$ cat src/rtl/cache_pkg.sv
// Shared types and sizing for the 4-way fully associative cache set controller.
package cache_pkg;

    localparam int unsigned WAYS  = 4;
    localparam int unsigned WAY_W = 2;

    typedef enum logic [2:0] {
        IDLE,
        COMPARE,
        MEM_RD,
        MEM_WR,
        RESP
    } state_t;

    // Word-granular tag: byte-offset bits [1:0] are dropped.
    function automatic int unsigned tag_w(input int unsigned addr_w);
        return addr_w - 2;
    endfunction

endpackage

$ cat src/rtl/cache_ctrl_4way_if.sv
// CPU, memory and lru-side signals of the cache set controller.
// slave is the controller; master is the surrounding system.
interface cache_ctrl_4way_if
    import cache_pkg::*;
#(
    parameter int unsigned ADDR_W = 32,
    parameter int unsigned DATA_W = 32
);

    logic              cpu_req;
    logic              cpu_we;
    logic [ADDR_W-1:0] cpu_addr;
    logic [DATA_W-1:0] cpu_wdata;
    logic              cpu_ready;
    logic              cpu_done;
    logic [DATA_W-1:0] cpu_rdata;

    logic              mem_req;
    logic              mem_we;
    logic [ADDR_W-1:0] mem_addr;
    logic [DATA_W-1:0] mem_wdata;
    logic              mem_ack;
    logic [DATA_W-1:0] mem_rdata;

    logic [WAY_W-1:0]  lru_way;
    logic              lru_hit;
    logic              lru_en;
    logic [WAY_W-1:0]  lru_victim;

    modport master (
        output cpu_req, cpu_we, cpu_addr, cpu_wdata,
        input  cpu_ready, cpu_done, cpu_rdata,
        input  mem_req, mem_we, mem_addr, mem_wdata,
        output mem_ack, mem_rdata,
        input  lru_way, lru_hit, lru_en,
        output lru_victim
    );

    modport slave (
        input  cpu_req, cpu_we, cpu_addr, cpu_wdata,
        output cpu_ready, cpu_done, cpu_rdata,
        output mem_req, mem_we, mem_addr, mem_wdata,
        input  mem_ack, mem_rdata,
        output lru_way, lru_hit, lru_en,
        input  lru_victim
    );

endinterface

$ cat src/rtl/cache_tag_match.sv
// Valid-gated tag comparators for the four ways with lowest-index priority
// for both the hit way and the first free way.
module cache_tag_match
    import cache_pkg::*;
#(
    parameter int unsigned TAG_W = 30
) (
    input  logic [TAG_W-1:0] tag,
    input  logic [WAYS-1:0]  valid,
    input  logic [TAG_W-1:0] tags [WAYS],
    output logic             hit,
    output logic [WAY_W-1:0] hit_way,
    output logic             any_invalid,
    output logic [WAY_W-1:0] first_invalid
);

    // Scan from the top way down so the lowest matching index is written last.
    always_comb begin
        hit           = 1'b0;
        hit_way       = '0;
        any_invalid   = 1'b0;
        first_invalid = '0;
        for (int i = int'(WAYS) - 1; i >= 0; i--) begin
            if (valid[i] && (tags[i] == tag)) begin
                hit     = 1'b1;
                hit_way = WAY_W'(i);
            end
            if (!valid[i]) begin
                any_invalid   = 1'b1;
                first_invalid = WAY_W'(i);
            end
        end
    end

endmodule

$ cat src/rtl/cache_ctrl_4way.sv
// Write-through, no-write-allocate controller for one 4-way fully associative
// set; drives the lru block and takes its victim for refills.
module cache_ctrl_4way
    import cache_pkg::*;
#(
    parameter int unsigned ADDR_W = 32,
    parameter int unsigned DATA_W = 32
) (
    input logic              clk,
    input logic              reset,
    cache_ctrl_4way_if.slave bus
);

    localparam int unsigned TAG_W = tag_w(ADDR_W);

    state_t            state;
    logic [WAYS-1:0]   valid;
    logic [TAG_W-1:0]  tags [WAYS];
    logic [DATA_W-1:0] data [WAYS];

    logic              req_we;
    logic [TAG_W-1:0]  req_tag;
    logic [WAY_W-1:0]  fill_way;

    logic              hit;
    logic [WAY_W-1:0]  hit_way;
    logic              any_invalid;
    logic [WAY_W-1:0]  first_invalid;

    cache_tag_match #(
        .TAG_W (TAG_W)
    ) u_tag_match (
        .tag           (req_tag),
        .valid         (valid),
        .tags          (tags),
        .hit           (hit),
        .hit_way       (hit_way),
        .any_invalid   (any_invalid),
        .first_invalid (first_invalid)
    );

    // Tag/data arrays are written here but deliberately left out of reset.
    always_ff @(posedge clk) begin
        if (reset) begin
            state         <= IDLE;
            valid         <= '0;
            req_we        <= 1'b0;
            req_tag       <= '0;
            fill_way      <= '0;
            bus.cpu_ready <= 1'b1;
            bus.cpu_done  <= 1'b0;
            bus.cpu_rdata <= '0;
            bus.mem_req   <= 1'b0;
            bus.mem_we    <= 1'b0;
            bus.mem_addr  <= '0;
            bus.mem_wdata <= '0;
            bus.lru_way   <= '0;
            bus.lru_hit   <= 1'b0;
            bus.lru_en    <= 1'b0;
        end else begin
            bus.cpu_done <= 1'b0;
            bus.lru_en   <= 1'b0;
            bus.lru_hit  <= 1'b0;
            case (state)
                IDLE: begin
                    if (bus.cpu_req) begin
                        bus.cpu_ready <= 1'b0;
                        req_we        <= bus.cpu_we;
                        req_tag       <= bus.cpu_addr[ADDR_W-1:2];
                        bus.mem_addr  <= bus.cpu_addr & ~ADDR_W'(3);
                        bus.mem_wdata <= bus.cpu_wdata;
                        state         <= COMPARE;
                    end
                end
                COMPARE: begin
                    if (hit) begin
                        bus.lru_en  <= 1'b1;
                        bus.lru_hit <= 1'b1;
                        bus.lru_way <= hit_way;
                        if (req_we) begin
                            data[hit_way] <= bus.mem_wdata;
                            bus.mem_req   <= 1'b1;
                            bus.mem_we    <= 1'b1;
                            state         <= MEM_WR;
                        end else begin
                            bus.cpu_rdata <= data[hit_way];
                            bus.cpu_done  <= 1'b1;
                            state         <= RESP;
                        end
                    end else begin
                        bus.mem_req <= 1'b1;
                        bus.mem_we  <= req_we;
                        if (req_we) begin
                            state <= MEM_WR;
                        end else begin
                            // Never evict while a free way exists.
                            fill_way <= any_invalid ? first_invalid : bus.lru_victim;
                            state    <= MEM_RD;
                        end
                    end
                end
                MEM_RD: begin
                    if (bus.mem_ack) begin
                        tags[fill_way]  <= req_tag;
                        data[fill_way]  <= bus.mem_rdata;
                        valid[fill_way] <= 1'b1;
                        bus.cpu_rdata   <= bus.mem_rdata;
                        bus.lru_en      <= 1'b1;
                        bus.lru_hit     <= 1'b1;
                        bus.lru_way     <= fill_way;
                        bus.mem_req     <= 1'b0;
                        bus.mem_we      <= 1'b0;
                        bus.cpu_done    <= 1'b1;
                        state           <= RESP;
                    end
                end
                MEM_WR: begin
                    if (bus.mem_ack) begin
                        bus.mem_req  <= 1'b0;
                        bus.mem_we   <= 1'b0;
                        bus.cpu_done <= 1'b1;
                        state        <= RESP;
                    end
                end
                RESP: begin
                    bus.cpu_ready <= 1'b1;
                    state         <= IDLE;
                end
                default: begin
                    bus.cpu_ready <= 1'b1;
                    state         <= IDLE;
                end
            endcase
        end
    end

endmodule

$ cat src/flat_wrapper.sv
// flat-port wrapper written by rule: the top's interface ports become plain ports
module cache_ctrl_4way_flat import cache_pkg::*;
#(
    parameter int unsigned ADDR_W = 32,
    parameter int unsigned DATA_W = 32
)
  (clk, reset, bus_cpu_req, bus_cpu_we, bus_cpu_addr, bus_cpu_wdata, bus_cpu_ready, bus_cpu_done, bus_cpu_rdata, bus_mem_req, bus_mem_we, bus_mem_addr, bus_mem_wdata, bus_mem_ack, bus_mem_rdata, bus_lru_way, bus_lru_hit, bus_lru_en, bus_lru_victim);
  cache_ctrl_4way_if #(.ADDR_W(ADDR_W), .DATA_W(DATA_W)) bus_i ();
  input logic clk;
  input logic reset;
  input wire logic [$bits(bus_i.cpu_req)-1:0] bus_cpu_req;
  input wire logic [$bits(bus_i.cpu_we)-1:0] bus_cpu_we;
  input wire logic [$bits(bus_i.cpu_addr)-1:0] bus_cpu_addr;
  input wire logic [$bits(bus_i.cpu_wdata)-1:0] bus_cpu_wdata;
  output wire logic [$bits(bus_i.cpu_ready)-1:0] bus_cpu_ready;
  output wire logic [$bits(bus_i.cpu_done)-1:0] bus_cpu_done;
  output wire logic [$bits(bus_i.cpu_rdata)-1:0] bus_cpu_rdata;
  output wire logic [$bits(bus_i.mem_req)-1:0] bus_mem_req;
  output wire logic [$bits(bus_i.mem_we)-1:0] bus_mem_we;
  output wire logic [$bits(bus_i.mem_addr)-1:0] bus_mem_addr;
  output wire logic [$bits(bus_i.mem_wdata)-1:0] bus_mem_wdata;
  input wire logic [$bits(bus_i.mem_ack)-1:0] bus_mem_ack;
  input wire logic [$bits(bus_i.mem_rdata)-1:0] bus_mem_rdata;
  output wire logic [$bits(bus_i.lru_way)-1:0] bus_lru_way;
  output wire logic [$bits(bus_i.lru_hit)-1:0] bus_lru_hit;
  output wire logic [$bits(bus_i.lru_en)-1:0] bus_lru_en;
  input wire logic [$bits(bus_i.lru_victim)-1:0] bus_lru_victim;
  assign bus_i.cpu_req = bus_cpu_req;
  assign bus_i.cpu_we = bus_cpu_we;
  assign bus_i.cpu_addr = bus_cpu_addr;
  assign bus_i.cpu_wdata = bus_cpu_wdata;
  assign bus_cpu_ready = bus_i.cpu_ready;
  assign bus_cpu_done = bus_i.cpu_done;
  assign bus_cpu_rdata = bus_i.cpu_rdata;
  assign bus_mem_req = bus_i.mem_req;
  assign bus_mem_we = bus_i.mem_we;
  assign bus_mem_addr = bus_i.mem_addr;
  assign bus_mem_wdata = bus_i.mem_wdata;
  assign bus_i.mem_ack = bus_mem_ack;
  assign bus_i.mem_rdata = bus_mem_rdata;
  assign bus_lru_way = bus_i.lru_way;
  assign bus_lru_hit = bus_i.lru_hit;
  assign bus_lru_en = bus_i.lru_en;
  assign bus_i.lru_victim = bus_lru_victim;
  cache_ctrl_4way #(.ADDR_W(ADDR_W), .DATA_W(DATA_W)) u_core (.clk(clk), .reset(reset), .bus(bus_i));
endmodule
$ cat config.mk
export PLATFORM = sky130hd
export DESIGN_NAME = cache_ctrl_4way_flat
export DESIGN_NICKNAME = d
export VERILOG_FILES = /design/src/rtl/cache_pkg.sv /design/src/rtl/cache_ctrl_4way_if.sv /design/src/rtl/cache_tag_match.sv /design/src/rtl/cache_ctrl_4way.sv /design/src/flat_wrapper.sv
export SDC_FILE = /design/constraint.sdc
export NUM_CORES = 1
export LEC_CHECK = 0
export CORE_MARGIN = 2
export CORE_UTILIZATION = 25
export DETAILED_ROUTE_END_ITERATION = 8
export GPL_TIMING_DRIVEN = 0
export PLACE_DENSITY_LB_ADDON = 0.1
export SLEW_MARGIN = 5
export SYNTH_ARGS = -nofsm -noshare
export SYNTH_HDL_FRONTEND = slang
export SYNTH_SLANG_ARGS = --single-unit
$ cat constraint.sdc
create_clock -name clk -period 7.59 [get_ports clk]
set_input_delay 1.518 -clock clk [delete_from_list [all_inputs] [get_ports clk]]
set_output_delay 1.518 -clock clk [all_outputs]
set_load 0.03 [all_outputs]
==> results of run 1 <==
-- Yosys cell counts, drive strengths merged, types with 5 or more instances --
master,count,area (sq um)
a21oi,88,440
edfxtp,248,7450
a22oi,15,113
o221ai,15,194
buf,38,269
nand4,53,332
nor2,36,135
xnor2,117,1140
nor4,12,81.3
mux2,15,169
nand3,10,50.1
clkbuf,51,191
a32o,17,170
nand2,279,1050
mux2i,52,521
and2,5,31.3
dfxtp,111,2220
-- kinds of logic after synthesis --
kind of cell / Yosys count
and+or+nand+nor: 420
buffers and inverters: 92
DFF: 359
xor gates and xnor gates: 121
AOI/OAI and AO/OA: 155
other: 1
muxes: 67
-- flip-flops by register name (all words and copies together), names as in the netlist --
signal	flops
u_core.bus.mem_we	1
u_core.bus.lru_way	2
u_core.bus.cpu_done	1
u_core.req_tag	30
u_core.bus.cpu_rdata	32
u_core.state	3
u_core.fill_way	2
u_core.bus.mem_wdata	32
u_core.valid	4
u_core.bus.lru_hit	1
u_core.bus.cpu_ready	1
u_core.data	128
u_core.bus.mem_req	1
u_core.tags	120
u_core.req_we	1
-- final timing paths --
| path | start | to | slack [ps] | depth (start not counted) |
|---|---|---|---|---|
| worst min register to register | u_core.bus.mem_req | u_core.bus.mem_req | 460 | 2 |
| worst max-delay path | u_core.req_tag[26] | u_core.data[3][23] | 2750 | 11 |
| worst min-delay path | u_core.bus.mem_req | u_core.bus.mem_req | 460 | 2 |
| worst max register to register | u_core.req_tag[26] | u_core.data[3][23] | 2750 | 11 |
-- metal layers --
| layer | share of wire, % | vias to the layer above | wire length (um) | track usage (%) |
|---|---|---|---|---|
| met5 | 0 | - | 0 | 0 |
| met4 | 2.4 | 0 | 1200 | 5.22 |
| met3 | 4.5 | 72 | 2260 | 2.98 |
| met2 | 48 | 239 | 24300 | 27.3 |
| met1 | 45 | 4953 | 22500 | 21.2 |
| li1 | - | 4890 | - | - |
-- critical path: stages, from the launching register on --
cell and delay (ps):
dfxtp_1 440, clkbuf_1 330, xnor2_1 270, nand4_1 130, nor4_1 560, o211ai_1 200
a21oi_1 540, buf_2 450, buf_2 420, mux2i_1 260, nor2_4 670, buf_16 250
-- stage by stage --
step | power, uW | hold WS [ps] | setup slack (ps) | cells | util, %
finish | 4700 | 460 | 2750 | 2285 | 33.2
global route | 4880 | 481 | 2360 | 2284 | 33.2
CTS | 4780 | 464 | 2590 | 2282 | 33.2
detailed placement | 2690 | 450 | 2610 | 2202 | 30.8
global placement | 2690 | 449 | 291 | 2190 | 30.3
floorplan | 2450 | 471 | 2860 | 1216 | -
-- final cells by class --
| type | count | area, sq um |
|---|---|---|
| multi-input cells | 765 | 4840 |
| well taps | 773 | 967 |
| diodes | 3 | 7.51 |
| flip-flops and latches | 359 | 9670 |
| repair buffers | 213 | 2240 |
| fillers | 5942 | 39400 |
| clock inverters | 24 | 233 |
| clock buffers | 56 | 1170 |
| plain buffers | 89 | 460 |
| inverters | 3 | 11.3 |
-- power by group --
group	switching (uW)	internal, uW	total [uW]
Combinational	286	181	467
Clock	836	1220	2060
Sequential	39.7	2140	2180
Total	1160	3540	4700
==> key figures, run 1 <==
CTS
  • Setup bufs post-CTS: 0
  • Worst-Skew Late Latency: 580 ps
  • Hold-fix buffers, CTS: 0
  • H-tree depth: 2
  • CTS clock-pin slew for the worst setup and hold paths: 50 ps
  • Sink Count: 359
  • Cts bufs inserted: 43
  • Root Driver: clkbuf_16
  • Clock buffer depth: 3
  • CTS resizes: 0
  • CTS tree: built

Floorplan
  • Die X: 248 um
  • Die height: 248 um
  • Initial Utilization: 25.3%
  • # rows: 89
  • Die area: 61700 sq um
  • # IOs: 207
  • Core area: 59000 sq um

Synthesis
  • #FFs+latches synth: 359
  • Synth cell types: 51
  • Synth Area in Simple Gates: 12.4%
  • EDFF count, synth: 248
  • Sequential area share after synthesis: 64.8%
  • Multiplexer share of the synthesized area: 4.62%
  • Warnings from Yosys: 0
  • Top_reg_cell synth: edfxtp_1
  • Cells after Synth: 1215
  • Mean Syn Cell Area: 12.3 sq um
  • Async set-reset flop share out of synthesis: 0%
  • Post-synthesis xor/xnor area fraction: 7.90%
  • Post-Synth Adder-Cell Area: 0%
  • Cell area after synthesis: 14900 sq um
  • Main combinational cell family by area after synthesis: simple AND/OR/NAND/NOR gates
  • Synth Area in Compound Gates: 7.16%

Layout
  • Most frequent cells in the layout: 279 x nand2_1, 248 x edfxtp_1, 201 x clkdlybuf4s50_1
  • Area grow syn2layout: 31.3%
  • Share of cells above drive strength 1: 10.3%
  • # nets final: 1577
  • Final Cell Area: 19600 sq um
  • Most common cell after layout, fill and taps aside: nand2_1

Detailed routing
  • DRC: 0
  • DR vias: 10200
  • Vias/cell: 4.44
  • Starting DRT DRC Count: 710
  • Detailed Route WL: 50300 um
  • Routed WL per cell: 22.0 um
  • Antenna-violating nets left: 0
  • Drt first pass iters: 5

Timing
  • FMAX: 207 MHz
  • Total negative slack: 0 ps
  • RSZ-0062 raised after global routing: false
  • Period utilization: 63.7%
  • Slew Limit Fails: 0
  • Slew HR: 23.3%
  • Final Hold Vio Count: 0
  • Worst clock skew: 29.6 ps
  • Worst-Margin Slew: 1150 ps
  • Minimum clock period: 4840 ps
  • Final Setup Violations: 0

Critical path
  • CP Data Arrival Time: 5100 ps
  • Worst EP required: 7850 ps
  • Startpoint types: flip-flop
  • CP Class: reg -> reg
  • Worst-path fanout max: 17
  • CP Capture Type: flip-flop

Placement
  • I/O Buffers: 201
  • Post-DP HPWL: 37000 um
  • GP Congestion: 0.850
  • Placed cell area: 18200 sq um

Power and ir drop
  • Peak VDD IR: 142 uV
  • Pleak: 0.00644 uW
  • Power Dens Cells: 240 nW/um^2

GRT
  • Initial antenna violation count: 3
  • Final global-route overflow total: 0
  • All-layer global routing usage: 16.3%
  • First-pass GRT wire length: 71600 um
  • Vias in the first global route: 10400
  • Largest net degree at the start of global routing: 20

Job
  • Max-cap violations: 0

Hold path
  • Worst min path class: reg -> reg

Status
  • Status: complete, no violations
No activity file was read; power rests on OpenSTA's default activity.
==> run 2: changes to the inputs <==
==> constraint.sdc (replaced) <==
create_clock -name clk -period 5 [get_ports clk]
set_input_delay 1 -clock clk [delete_from_list [all_inputs] [get_ports clk]]
set_output_delay 1 -clock clk [all_outputs]
set_load 0.03 [all_outputs]
==> run 2 against run 1 <==
  * Sequential power rose by 51%
  * Setup slack got worse by 2500 ps
  * Total power grew 52%
  * Clock skew increased by 2.4 ps
  * Critical path depth increased by 1
  * Non-clock buffer count increased by 4
  * Global-route usage stayed put
  * Sequential share of layout area fell by 0.20 points
  * Via count up 0.67%
  * First-iteration DRC count fell by 3.0%
  * Register-to-register slack got worse by 2500 ps
  * Die area unchanged
  * Critical path type unchanged
  * Largest cell class unchanged
  * Highest routed layer unchanged
==> key figures, run 2 (synthesis gave the netlist of run 1 again) <==
Detailed routing
  • Antenna-violating nets left: 0
  • Starting DRT DRC Count: 689
  • Vias/cell: 4.47
  • Drt first pass iters: 4
  • Routed WL per cell: 22.0 um
  • Detailed Route WL: 50300 um
  • DR vias: 10200
  • DRC: 0

GRT
  • Met1 Resource Use GR: 21.2%
  • Met2 usage: 27.3%
  • Global route hottest layer: met2
  • Final global-route overflow total: 0
  • Vias in the first global route: 10400
  • First-pass GRT wire length: 71600 um
  • Largest net degree at the start of global routing: 20
  • Met3 usage: 2.98%
  • Initial antenna violation count: 3
  • All-layer global routing usage: 16.3%

Timing
  • Final hold slack: 461 ps
  • Period utilization: 94.3%
  • Final Hold Vio Count: 0
  • Final Setup Violations: 0
  • Slew Limit Fails: 0
  • Worst-Margin Slew: 1140 ps
  • Minimum clock period: 4720 ps
  • FMAX: 212 MHz
  • Total negative slack: 0 ps
  • Slew HR: 23.8%
  • Worst clock skew: 31.9 ps
  • RSZ-0062 raised after global routing: false

CTS
  • CTS clock-pin slew for the worst setup and hold paths: 60 ps
  • Clock buffer depth: 3
  • Worst-Skew Late Latency: 580 ps
  • Root Driver: clkbuf_16
  • CTS resizes: 0
  • CTS tree: built
  • H-tree depth: 2
  • Sink Count: 359
  • Cts bufs inserted: 43
  • Hold-fix buffers, CTS: 0

Layout
  • Area grow syn2layout: 31.8%
  • Share of cells above drive strength 1: 10.6%
  • Largest regs: u_core.data x128, u_core.tags x120
  • Register area: 9670 sq um
  • Non-filler cells, final: 2289
  • Most common cell after layout, fill and taps aside: nand2_1
  • Final Core Density: 33.3%
  • Biggest register: u_core.data
  • # nets final: 1581
  • Multi-input gate area: 4840 sq um
  • Fill count: 5935
  • Max reg flops: 128
  • Most frequent cells in the layout: 279 x nand2_1, 248 x edfxtp_1, 201 x clkdlybuf4s50_1

Floorplan
  • Core area: 59000 sq um
  • Die area: 61700 sq um
  • Die height: 248 um
  • Die X: 248 um
  • # rows: 89
  • Initial Utilization: 25.3%
  • # IOs: 207

Critical path
  • CP Class: reg -> reg
  • Worst-path fanout max: 17
  • CP Data Arrival Time: 4980 ps
  • Worst EP required: 5260 ps
  • CP Capture Type: flip-flop
  • Startpoint types: flip-flop

Power and ir drop
  • Pleak: 0.00648 uW
  • Power Dens Cells: 363 nW/um^2
  • Peak VDD IR: 216 uV
  • Total power: 7140 uW

Job
  • Max-cap violations: 0

Hold path
  • Worst min path class: reg -> reg

Placement
  • I/O Buffers: 201
  • DP Cell Count: 2202
  • Post-DP HPWL: 37000 um
  • GP Congestion: 0.850

Status
  • Status: complete, no violations
-- run 2: repair_timing --
action                     in CTS  in global routing
hold endpoints to repair        0                  0
setup endpoints to repair       0                 64
buffers inserted                0                  4
-- run 2: final cells by class --
class | count | share of cell area [%]
Timing Repair Buffer | 217 | 11.8
Buffer | 89 | 2.34
Inverter | 3 | 0.0572
Multi-Input combinational cell | 765 | 24.6
Clock buffer | 56 | 5.93
Antenna cell | 3 | 0.0382
Sequential cell | 359 | 49.2
Tap cell | 773 | 4.92
Clock inverter | 24 | 1.18
-- run 2: worst paths after layout --
check	cells past startpoint	to	slack [ps]	start
max	12	u_core.data[2][23]	280	u_core.req_tag[3]
min	2	u_core.bus.mem_req	460	u_core.bus.mem_req
max reg2reg	12	u_core.data[2][23]	280	u_core.req_tag[3]
min reg2reg	2	u_core.bus.mem_req	460	u_core.bus.mem_req
-- run 2: power breakdown --
part           switching [uW]  internal, uW  leakage (uW)
combinational             434           275       0.00259
sequential               60.7          3240       0.00320
clock                    1270          1850      0.000685
-- run 2: layer usage --
metal	wire [um]	vias up
met5	0	-
met4	1240	0
met3	2320	78
met2	24400	255
met1	22400	4995
li1	-	4894
-- run 2: per-stage QoR --
step | worst slack (ps) | instance area, sq um
6_report | 283 | 19700
5_1_grt | 62.0 | 19700
4_1_cts | 3.59 | 19600
3_3_place_gp | -2130 | 17900
2_1_floorplan | 545 | 14900
3_5_place_dp | 22.5 | 18200
-- run 2: critical path, cell delays in order (launching register included) --
cell and delay, ps:
dfxtp_1 460, clkbuf_1 340, xnor2_1 210, nand4_1 120
or4_1 620, nor4_2 600, a21oi_1 280, buf_2 320
buf_2 300, nand2_1 110, nand2_1 150, nor2_4 640
buf_16 250
==> run 3: changes to the inputs <==
--- a/config.mk
+++ b/config.mk
@@ -5,7 +5,7 @@
 export SDC_FILE = /design/constraint.sdc
 export NUM_CORES = 1
 export LEC_CHECK = 0
-export CORE_MARGIN = 2
+export CORE_MARGIN = 3
 export CORE_UTILIZATION = 25
 export DETAILED_ROUTE_END_ITERATION = 8
 export GPL_TIMING_DRIVEN = 0
==> run 3 against run 2 <==
  * Combinational power rose by 0.7%
  * Sequential share of layout area rose by 0.17 points
  * Largest cell class unchanged
  * Largest power group unchanged
  * Register-to-register slack better by 110 ps
  * Highest routed layer unchanged
  * Cell area decreased by 0.34%
  * Maximum frequency grew 2.4%
  * Critical endpoint is now u_core.data[0][29]
==> key figures, run 3 (synthesis gave the netlist of run 1 again) <==
Critical path
  • Startpoint types: flip-flop
  • CP max-delay cell: or4_1
  • CP Capture Type: flip-flop
  • Worst EP required: 5260 ps
  • R2R setup slack: 390 ps
  • Slowest stage delay, CP: 590 ps
  • R2R depth: 12
  • CP Class: reg -> reg
  • Worst setup path end: u_core.data[0][29]
  • Critical Path Start: u_core.req_tag[3]
  • CP cell instances: clkbuf_1 > xnor2_1 > nand4_1 > or4_1 > nor4_2 > a21oi_1 > buf_2 > buf_2 > nand2_1 > nand2_1 > nor2_4 > buf_12
  • CP Data Arrival Time: 4870 ps
  • FF-to-FF Start: u_core.req_tag[3]
  • Critical R2R Capture: u_core.data[0][29]
  • Worst-path fanout max: 18

Timing
  • RSZ-0062 raised after global routing: false
  • Final Setup Violations: 0
  • Slew HR: 21.1%
  • Minimum clock period: 4610 ps
  • Final hold slack: 454 ps
  • Final Hold Vio Count: 0
  • Worst clock skew: 22.9 ps
  • Worst-Margin Slew: 1180 ps
  • FMAX: 217 MHz
  • Slew Limit Fails: 0
  • Setup ws final: 392 ps
  • Total negative slack: 0 ps
  • Period utilization: 92.2%

Layout
  • Max reg flops: 128
  • Diodes inserted: 0
  • Biggest register: u_core.data
  • # nets final: 1582
  • Most frequent cells in the layout: 279 x nand2_1, 248 x edfxtp_1, 201 x clkdlybuf4s50_1
  • Largest regs: u_core.data x128, u_core.tags x120
  • Most common cell after layout, fill and taps aside: nand2_1
  • Non-filler cells, final: 2280
  • Share of cells above drive strength 1: 10.8%
  • Area grow syn2layout: 31.3%
  • Fill count: 5910

Power and ir drop
  • Power Dens Cells: 364 nW/um^2
  • Pleak: 0.00647 uW
  • Peak VDD IR: 232 uV

GRT
  • Initial antenna violation count: 0
  • First-pass GRT wire length: 74700 um
  • Largest net degree at the start of global routing: 20
  • Final global-route overflow total: 0
  • All-layer global routing usage: 16.3%
  • Vias in the first global route: 10400

CTS
  • Clock buffer depth: 3
  • Worst-Skew Late Latency: 580 ps
  • CTS resizes: 0
  • Cts bufs inserted: 44
  • CTS tree: built
  • H-tree depth: 2
  • Sink Count: 359
  • CTS clock-pin slew for the worst setup and hold paths: 60 ps
  • Root Driver: clkbuf_16
  • Hold-fix buffers, CTS: 0

Floorplan
  • Die height: 250 um
  • # IOs: 207
  • Initial Utilization: 25.6%
  • # rows: 88
  • Core area: 58400 sq um
  • Die area: 62700 sq um
  • Die X: 250 um

Status
  • Status: complete, no violations

Detailed routing
  • Starting DRT DRC Count: 587
  • DR vias: 10400
  • Antenna-violating nets left: 0
  • DRC: 0
  • Detailed Route WL: 52000 um
  • Vias/cell: 4.54
  • Routed WL per cell: 22.8 um
  • Drt first pass iters: 5

Placement
  • I/O Buffers: 201
  • Post-DP HPWL: 38000 um
  • DP Cell Count: 2195
  • Placement Setup Slack: 112 ps
  • GP Congestion: 0.809

Job
  • Max-cap violations: 0

Hold path
  • Worst min path class: reg -> reg
run 3: cell count changes in the layout (fill, tap and decap cells not counted), sizes merged:
cell    before  now
clkbuf     107  111
bufinv       4    1
inv          4    5
diode        3    0
run 3: repair_timing:
action / CTS / global route
endpoints found under the hold margin: 0 / 0
setup endpoints to repair: 0 / 37
setup buffers: 0 / 3
run 3: per-stage QoR:
stage	instance area, sq um	utilization (%)	power, uW
final	19600	33.6	7130
after global routing	19600	33.6	7400
after CTS	19600	33.5	7230
after detailed placement	18200	31.1	4100
after global placement	17900	30.7	4090
after floorplan	14900	-	3720
run 3: layout make-up:
class                      count  area (sq um)  share of cell area (%)
sequential                   359          9670                    49.3
clock buffer                  60          1260                    6.44
buffer                        89           460                    2.35
timing repair buffer         217          2270                    11.6
multi-input combinational    765          4840                    24.7
inverter                       3          11.3                  0.0574
clock inverter                22           139                   0.708
tap                          765           957                    4.88
run 3: critical path: cells and delay by family, from the launching register on:
kind | cells | cell delay [ps]
AND/OR/NAND/NOR | 6 | 2060
buffers and inverters | 4 | 1270
flip-flops | 1 | 480
AO/OA/AOI/OAI | 1 | 260
XOR/XNOR | 1 | 220
run 3: per-layer routing:
| layer | up-vias | part of all wire [%] | global-route usage, % | wire (um) |
|---|---|---|---|---|
| li1 | 4890 | - | - | - |
| met1 | 5107 | 44 | 21.5 | 23000 |
| met2 | 283 | 48 | 27.4 | 25000 |
| met3 | 81 | 4.4 | 2.51 | 2270 |
| met4 | 0 | 3.1 | 5.62 | 1610 |
| met5 | - | 0 | 0 | 0 |
run 3: worst min-delay path by stage:
stage                                        start                       end  slack (ps)  cells after the start
after floorplan                    u_core.valid[3]           u_core.valid[3]         470                      1
after global placement       u_core.bus.lru_way[0]     u_core.bus.lru_way[0]         440                      2
after detailed placement     u_core.bus.lru_way[0]     u_core.bus.lru_way[0]         450                      2
after CTS                    u_core.bus.lru_way[0]     u_core.bus.lru_way[0]         460                      2
after global routing      u_core.bus.mem_wdata[10]  u_core.bus.mem_wdata[10]         490                      2
final                        u_core.bus.lru_way[0]     u_core.bus.lru_way[0]         450                      2
run 3: power by group:
group / internal [uW] / switching (uW)
Clock: 1820 / 1290
Combinational: 276 / 439
Sequential: 3240 / 60.3
Total: 5340 / 1790
